File: src/rtl/demux_frame_sequencer.sv
// Bit-serial frame receiver driving the 1:8 DEMUX: start bit, 3-bit address (MSB first),
// PAYLOAD_BITS payload bits steered out on Data/Enable, then a stop bit and an idle gap.
module demux_frame_sequencer #(
  parameter int PAYLOAD_BITS = 8,
  parameter int GAP_CYCLES   = 1
) (
  input  logic       Clock_In,
  input  logic       Reset_n_In,
  input  logic       Serial_In,
  input  logic       Serial_Valid_In,
  output logic       Busy_Out,
  output logic       Enable_Out,
  output logic       Data_Out,
  output logic [2:0] Select_Out,
  output logic       Frame_Done_Out,
  output logic       Error_Out,
  output logic [7:0] Frame_Count_Out,
  output logic [2:0] state_dbg
);

  localparam int PW = $clog2(PAYLOAD_BITS + 1);
  localparam logic [PW-1:0] PAY_LAST = PW'(PAYLOAD_BITS - 1);
  localparam logic [PW-1:0] PAY_ONE  = PW'(1);
  localparam logic [7:0]    GAP_LAST = 8'(GAP_CYCLES > 0 ? GAP_CYCLES - 1 : 0);

  typedef enum logic [2:0] {
    IDLE = 3'd0,
    ADDR = 3'd1,
    DATA = 3'd2,
    STOP = 3'd3,
    GAP  = 3'd4
  } state_t;

  state_t        state;
  logic [1:0]    addr_sr;
  logic [1:0]    addr_cnt;
  logic [PW-1:0] pay_cnt;
  logic [7:0]    gap_cnt;

  assign state_dbg = state;

  always_ff @(posedge Clock_In or negedge Reset_n_In) begin
    if (!Reset_n_In) begin
      state           <= IDLE;
      addr_sr         <= '0;
      addr_cnt        <= '0;
      pay_cnt         <= '0;
      gap_cnt         <= '0;
      Busy_Out        <= 1'b0;
      Enable_Out      <= 1'b0;
      Data_Out        <= 1'b0;
      Select_Out      <= '0;
      Frame_Done_Out  <= 1'b0;
      Error_Out       <= 1'b0;
      Frame_Count_Out <= '0;
    end else begin
      Frame_Done_Out <= 1'b0;
      Error_Out      <= 1'b0;
      case (state)
        IDLE: begin
          // Only a strobed 1 starts a frame; strobed zeros are line idle.
          if (Serial_Valid_In && Serial_In) begin
            state    <= ADDR;
            Busy_Out <= 1'b1;
            addr_cnt <= '0;
          end
        end
        ADDR: begin
          if (Serial_Valid_In) begin
            addr_sr  <= {addr_sr[0], Serial_In};
            addr_cnt <= addr_cnt + 2'd1;
            if (addr_cnt == 2'd2) begin
              Select_Out <= {addr_sr, Serial_In};
              pay_cnt    <= '0;
              state      <= DATA;
            end
          end
        end
        DATA: begin
          if (Serial_Valid_In) begin
            Data_Out   <= Serial_In;
            Enable_Out <= 1'b1;
            pay_cnt    <= pay_cnt + PAY_ONE;
            if (pay_cnt == PAY_LAST) state <= STOP;
          end
        end
        STOP: begin
          if (Serial_Valid_In) begin
            Enable_Out <= 1'b0;
            Data_Out   <= 1'b0;
            gap_cnt    <= '0;
            if (Serial_In) begin
              Frame_Done_Out  <= 1'b1;
              Frame_Count_Out <= Frame_Count_Out + 8'd1;
            end else begin
              Error_Out <= 1'b1;
            end
            if (GAP_CYCLES == 0) begin
              state    <= IDLE;
              Busy_Out <= 1'b0;
            end else begin
              state <= GAP;
            end
          end
        end
        GAP: begin
          // Strobes here are dropped; the gap is timed purely in clocks.
          gap_cnt <= gap_cnt + 8'd1;
          if (gap_cnt == GAP_LAST) begin
            state    <= IDLE;
            Busy_Out <= 1'b0;
          end
        end
        default: begin
          state    <= IDLE;
          Busy_Out <= 1'b0;
        end
      endcase
    end
  end

endmodule

File: config.mk
export PLATFORM = sky130hd
export DESIGN_NAME = demux_frame_sequencer
export DESIGN_NICKNAME = d
export VERILOG_FILES = /design/src/rtl/demux_frame_sequencer.sv
export SDC_FILE = /design/constraint.sdc
export NUM_CORES = 1
export LEC_CHECK = 0
export CAP_MARGIN = 20
export CORE_MARGIN = 1.5
export CORE_UTILIZATION = 58
export CTS_BUF_LIST = sky130_fd_sc_hd__clkbuf_16
export DETAILED_ROUTE_END_ITERATION = 7
export PLACE_DENSITY_LB_ADDON = 0.2
export SYNTH_ARGS = -nofsm -noshare
export SYNTH_HDL_FRONTEND = slang
export SYNTH_SLANG_ARGS = --single-unit
File: constraint.sdc
create_clock -name Clock_In -period 4.1 [get_ports Clock_In]
set_clock_uncertainty 0.15 [all_clocks]
set_input_delay 0.82 -clock Clock_In [delete_from_list [all_inputs] [get_ports Clock_In]]
set_output_delay 0.82 -clock Clock_In [all_outputs]
set_load 0.05 [all_outputs]
==> results by group, run 1 <==
Placement
  • Placed Cells: around 210
  • Port buffer count: 22
  • Dpl cell area: 2000 sq um
  • RD Place Congestion: ~0.78
  • Post-DP HPWL: 2210 microns

Setup path
  • Worst endpoint required time: approximately 3.1 ns
  • Worst setup EP type: output pin
  • R2r worst-path depth: 3
  • Critical path peak fanout: 22
  • Crit-path max cell delay: approximately 0.93 ns
  • Cell family with most CP delay: buffers and inverters
  • Critical Path AT: between 1.5 and 2 ns
  • Buf/Inv on CP: 1
  • Slowest stage cell, crit path: clkdlybuf4s50_1
  • Crit path depth: 1
  • Setup Crit Path Kind: flip-flop to output pin
  • Crit-path cells: clkdlybuf4s50_1
  • Startpoint type of the worst setup path: flip-flop

Drt
  • Detailed-route via count: around 1,300
  • DRT Pass-1 Iters: 5
  • DRC Markers: 0
  • WL final: roughly 3300 microns
  • Vias/cell: about 6
  • Post-DR wirelength/cell: ~15 microns
  • Iter 0 DRT Violations: 37
  • Remaining antenna violation count: 0

Power and ir drop
  • Sequential share of power: 0.381
  • Sw Ratio: 0.379
  • Peak VDD IR: 0.000518 V
  • Comb pwr share: 0.341
  • Pwr/cell area: 709 nW/um^2
  • Clock share of power: 0.278
  • Internal power: roughly 950 uW
  • Total power: ~1.5 mW
  • NetSw: 582 uW
  • Static Leak: 0.973 nW

STA
  • Final hold slack: 0.324 ns
  • Fin crit share: 0.719
  • Unrepaired setup endpoints after global routing: no
  • Actual slew at the worst max-slew pin: around 0.67 ns
  • Slew HR: 0.552
  • FMAX: 0.339 GHz
  • Slew Limit Fails: 0
  • Fin crit period: around 2.9 ns
  • Final setup viols: 0
  • Final Hold Viols: 0
  • TNS Setup: 0 ns

Yosys
  • Largest area contributor in the netlist: dfrtp_1
  • Seq/Total Area, Yosys: 0.490
  • Synth Flop Type: dfrtp_1
  • Post-synthesis cell area: roughly 1800 sq um
  • Top cell type's share of synthesized area: 0.490
  • FFs w/ async S/R, synth: 1.00
  • Number of synthesized register bits: 35
  • Net Count, Synth: between 150 and 200
  • Cell count after synthesis: around 160
  • Number of flops mapped to enable cells by yosys: 0
  • Distinct cells, synth: between 40 and 50
  • Yosys warnings: 0
  • Main area contributors after synthesis: dfrtp_1, mux2_2, nand2_1
  • Syn_area_per_cell: roughly 11 sq um

Floorplanning
  • Area of the die: around 3400 sq um
  • Die Wd: 58.5 microns
  • Ports: 23
  • Core Area: around 2900 sq um
  • Initial Util: 0.627
  • Die Height: between 50 and 60 microns
  • Row Count: 19

Min path
  • Hold path depth: 1
  • Hold Crit Class: flip-flop to flip-flop

CTS
  • CTS H-tree lvls: 2
  • CTS Buf Count: 5
  • Hold buffers post-CTS: 0
  • CTS-repair resized insts: 0
  • CTS tree: done
  • Clock root cell: clkbuf_16
  • Clock tree buffer depth: 2
  • Worst skew pair latency: around 0.28 ns
  • CTS sink count: 35
  • Clock-pin slew of the registers on the worst-case setup and hold paths: roughly 0.050 ns
  • Setup Fix Bufs, Post-CTS: 0

Global route
  • Global-route wire length before repair: a little under 6000 microns
  • Overall Global Routing Usage: 0.231
  • Largest net degree at the start of global routing: 36
  • Global route overflow: 0
  • Number of global-route vias before repair: 1,311
  • Antenna violations before repair: 0

Cells and area
  • ANT cells: 0
  • Final #Nets: approximately 190
  • Non-Filler Instances: roughly 220
  • Area delta synth->final: 21.2%
  • Design Area, Final: approximately 2200 sq um
  • Most common cell after layout, fill and taps aside: dfrtp_1
  • Most frequent cells in the layout: dfrtp_1, clkdlybuf4s50_1, nand2_1
  • Layout cells sized above 1: 0.118

Status
  • Status: finished, final reports clean

Run
  • Max-cap violations: 0
[cells in the mapped netlist, types with 2 or more instances]
master and n:
nand2_1 19, nand4_1 4, nor2_1 6, clkbuf_1 3, nand2b_1 3, buf_6 2, xor2_1 4, dfrtp_1 35
buf_2 3, o21ai_0 9, and4b_1 3, o22ai_1 3, nand3_1 5, xnor2_1 4, ha_1 5, inv_1 7
nor3_1 4, and3_1 2, mux2_2 8, nand3b_1 2, mux2i_1 7, a21oi_1 3, nor4_1 3
[metal layers]
layer | global-route usage | up-vias | share of wire
met2 | 0.372 | 27 | 0.50
li1 | - | 628 | -
met3 | 0.0681 | 7 | 0.035
met5 | 0 | - | 0
met1 | 0.294 | 656 | 0.45
met4 | 0.0897 | 0 | 0.015
[path summary, 6_finish.rpt]
kind	startpoint	endpoint	slack (ns)
min	gap_cnt[7]	gap_cnt[7]	0.32
min in group asynchronous	Reset_n_In	Enable_Out	0.80
max reg2reg	state_dbg[0]	Frame_Count_Out[7]	2.08
min reg2reg	gap_cnt[7]	gap_cnt[7]	0.32
max	state_dbg[0]	state_dbg[0]	1.15
max in group asynchronous	Reset_n_In	Frame_Count_Out[1]	2.69
[power by group through the flow]
stage	Combinational (mW)	Clock, mW	Sequential [mW]
5_1_grt	0.571	0.452	0.604
4_1_cts	0.530	0.434	0.584
6_report	0.524	0.427	0.585
3_3_place_gp	0.513	0	0.580
2_1_floorplan	0.288	0	0.684
3_5_place_dp	0.527	0	0.589
[stage by stage]
stage / utilization / setup slack [ns]
after detailed placement: 0.701 / 1.35
after floorplan: - / 2.07
final: 0.760 / 1.15
after global routing: 0.760 / 1.10
after CTS: 0.760 / 1.16
after global placement: 0.701 / 1.45
[area by class of cell]
type	count	area, sq um
Clock buffer	5	125
Clock inverter	3	43.8
Fill cell	196	684
Inverter	7	26.3
Multi-Input combinational cell	113	831
Sequential cell	35	876
Tap cell	31	38.8
Timing Repair Buffer	23	228
[registers in the layout, indices dropped and copies added (netlist names)]
register / cells
gap_cnt: 8
addr_sr: 2
Busy_Out: 1
Select_Out: 3
pay_cnt: 4
Frame_Count_Out: 8
Frame_Done_Out: 1
Data_Out: 1
Enable_Out: 1
addr_cnt: 2
Error_Out: 1
state_dbg: 3
[kinds of logic (layout without fill, tap and decap cells)]
logic type	count (synthesis)	in the layout	share of synthesized area
compound gates	23	23	0.0797
simple gates	61	61	0.213
mux	16	16	0.0979
xor+xnor	8	8	0.0392
flops	35	35	0.490
buf+inv	16	38	0.0462
fa+ha+maj	5	5	0.0350
Note: power is estimated with default switching activity, not from simulation.
==> run 2, diff against run 1 <==
- CORE_UTILIZATION: 58 -> 49
- clock period: 4.1 -> 2.62 ns (I/O delays scaled with it)
==> results by group, run 2 (synthesis gave the netlist of run 1 again) <==
Status
  • Status: finished, final reports clean (unchanged)

Drt
  • Max Used Layer: met4 (unchanged)
  • Vias/cell: 5.68 (was 6.07)
  • Iter 0 DRT Violations: 47 (was 37)
  • Routed length on met3: 134 microns (was 115 microns)
  • M1 WL: 1480 microns (was 1510 microns)
  • Met2 wire len: 1820 microns (was 1650 microns)
  • Post-DR wirelength/cell: 14.9 microns (was 15.3 microns)
  • Detailed-route via count: 1,340 (was 1,318)
  • Remaining antenna violation count: 0 (unchanged)
  • WL final: 3520 microns (was 3320 microns)
  • DRC Markers: 0 (unchanged)
  • DRT Pass-1 Iters: 4 (was 5)

Placement
  • Post-DP HPWL: 2420 microns (was 2210 microns)
  • RD Place Congestion: 0.845 (was 0.780)
  • Pre-CTS setup slack: 0.200 ns (was 1.35 ns)
  • Port buffer count: 22 (unchanged)
  • Dpl cell area: 2050 sq um (was 2000 sq um)
  • Placed Cells: 228 (was 209)

CTS
  • CTS tree: done (unchanged)
  • CTS sink count: 35 (unchanged)
  • Clock-pin slew of the registers on the worst-case setup and hold paths: 0.05 ns (about the same)
  • Clock tree buffer depth: 2 (unchanged)
  • Setup Fix Bufs, Post-CTS: 0 (unchanged)
  • Clock root cell: clkbuf_16 (unchanged)
  • Hold buffers post-CTS: 0 (unchanged)
  • Worst skew pair latency: 0.28 ns (about the same)
  • CTS-repair resized insts: 0 (unchanged)
  • CTS H-tree lvls: 2 (unchanged)
  • CTS Buf Count: 5 (unchanged)

Setup path
  • R2R Path End: gap_cnt[7] (was Frame_Count_Out[7])
  • Critical path peak fanout: 5 (was 22)
  • Slowest stage cell, crit path: clkdlybuf4s50_1 (unchanged)
  • Buf/Inv on CP: 1 (unchanged)
  • Startpoint type of the worst setup path: flip-flop (unchanged)
  • Setup Crit Path Kind: flip-flop to output pin (unchanged)
  • Worst setup EP type: output pin (unchanged)
  • R2r worst-path depth: 3 (unchanged)
  • Crit-path max cell delay: 0.84 ns (was 0.93 ns)
  • Crit-path cells: clkdlybuf4s50_1 (unchanged)
  • Cell family with most CP delay: buffers and inverters (unchanged)
  • Worst endpoint required time: 1.95 ns (was 3.13 ns)
  • Critical Path AT: 1.57 ns (was 1.98 ns)
  • Reg-to-Reg Start: state_dbg[0] (unchanged)
  • R2r setup slk: 0.59 ns (was 2.08 ns)
  • Critical Path Source: Frame_Count_Out[4] (was state_dbg[0])

STA
  • Final WS setup: 0.374 ns (was 1.15 ns)
  • Slew HR: 0.542 (was 0.552)
  • TNS Setup: 0 ns (unchanged)
  • Actual slew at the worst max-slew pin: 0.687 ns (was 0.672 ns)
  • Final setup viols: 0 (unchanged)
  • Unrepaired setup endpoints after global routing: no (unchanged)
  • Fin crit period: between 2 and 2.5 ns
  • Fin crit share: 0.857
  • FMAX: approximately 0.45 GHz
  • Final hold slack: 0.318 ns (was 0.324 ns)
  • Slew Limit Fails: 0 (unchanged)
  • Final Hold Viols: 0 (unchanged)

Power and ir drop
  • Total power: 2.33 mW (was 1.54 mW)
  • Pwr/cell area: 1060 nW/um^2 (was 709 nW/um^2)
  • Peak VDD IR: 0.000469 V (was 0.000518 V)
  • Static Leak: 0.981 nW (was 0.973 nW)

Global route
  • Global route overflow: 0 (unchanged)
  • Largest net degree at the start of global routing: 36 (unchanged)
  • Global-route wire length before repair: 6350 microns (was 5930 microns)
  • Overall Global Routing Usage: 0.203 (was 0.231)
  • Number of global-route vias before repair: 1,343 (was 1,311)
  • Antenna violations before repair: 0 (unchanged)

Floorplanning
  • Core Area: 3420 sq um (was 2850 sq um)
  • Row Count: 21 (was 19)
  • Ports: 23 (unchanged)
  • Die Wd: 63.4 microns (was 58.5 microns)
  • Initial Util: 0.524 (was 0.627)
  • Area of the die: 4020 sq um (was 3430 sq um)
  • Die Height: 63.4 microns (was 58.5 microns)

Min path
  • Endpoint, Worst Hold: Frame_Count_Out[7] (was gap_cnt[7])
  • Hold Crit Class: flip-flop to flip-flop (unchanged)
  • Hold path start: Frame_Count_Out[7] (was gap_cnt[7])
  • Hold path depth: 1 (unchanged)

Cells and area
  • Final core occ: 0.640 (was 0.760)
  • Layout cells sized above 1: 0.137 (was 0.118)
  • Area delta synth->final: 22.2% (was 21.2%)
  • Fillers: 278 (was 196)
  • Final #Nets: 198 (was 194)
  • Top flop regs: Frame_Count_Out (8), gap_cnt (8), pay_cnt (4) (unchanged)
  • Most common cell after layout, fill and taps aside: dfrtp_1 (unchanged)
  • Most frequent cells in the layout: dfrtp_1, clkdlybuf4s50_1, nand2_1 (unchanged)
  • Non-Filler Instances: 236 (was 217)
  • Design Area, Final: 2190 sq um (was 2170 sq um)
  • ANT cells: 0 (unchanged)

Run
  • Max-cap violations: 0 (unchanged)
run 2: cell types whose count changed in the layout (fill, tap and decap cells not counted), sizes merged:
cell	delta
clkinv	-1
inv	+1
clkinvlp	+1
clkdlybuf4s50	-1
buf	+5
bufinv	-1
run 2: worst max-delay path by stage:
stage / depth (start not counted) / end / slack (ns)
global route: 1 / Frame_Count_Out[3] / 0.29
finish: 1 / Frame_Count_Out[4] / 0.37
global placement: 4 / addr_cnt[1] / 0.25
CTS: 1 / Frame_Count_Out[3] / 0.36
floorplan: 5 / gap_cnt[7] / 0.68
detailed placement: 4 / addr_cnt[1] / 0.20
run 2: power breakdown:
group / total (mW) / switching [mW] / internal [mW] / leakage, nW
Sequential: 0.895 / 0.190 / 0.705 / 0.454
Combinational: 0.869 / 0.515 / 0.353 / 0.456
Clock: 0.563 / 0.217 / 0.346 / 0.0710
Total: 2.33 / 0.922 / 1.40 / 0.981
run 2: area by class of cell:
| type | count | area, sq um | area share |
|---|---|---|---|
| Clock buffer | 5 | 125 | 0.0572 |
| Clock inverter | 3 | 16.3 | 0.00744 |
| Inverter | 7 | 26.3 | 0.0120 |
| Multi-Input combinational cell | 113 | 831 | 0.380 |
| Sequential cell | 35 | 876 | 0.400 |
| Tap cell | 46 | 57.6 | 0.0263 |
| Timing Repair Buffer | 27 | 255 | 0.117 |
run 2: metal layers:
metal | vias to the layer above | track usage
li1 | 637 | -
met1 | 670 | 0.247
met2 | 24 | 0.326
met3 | 9 | 0.0571
met4 | 0 | 0.109
met5 | - | 0
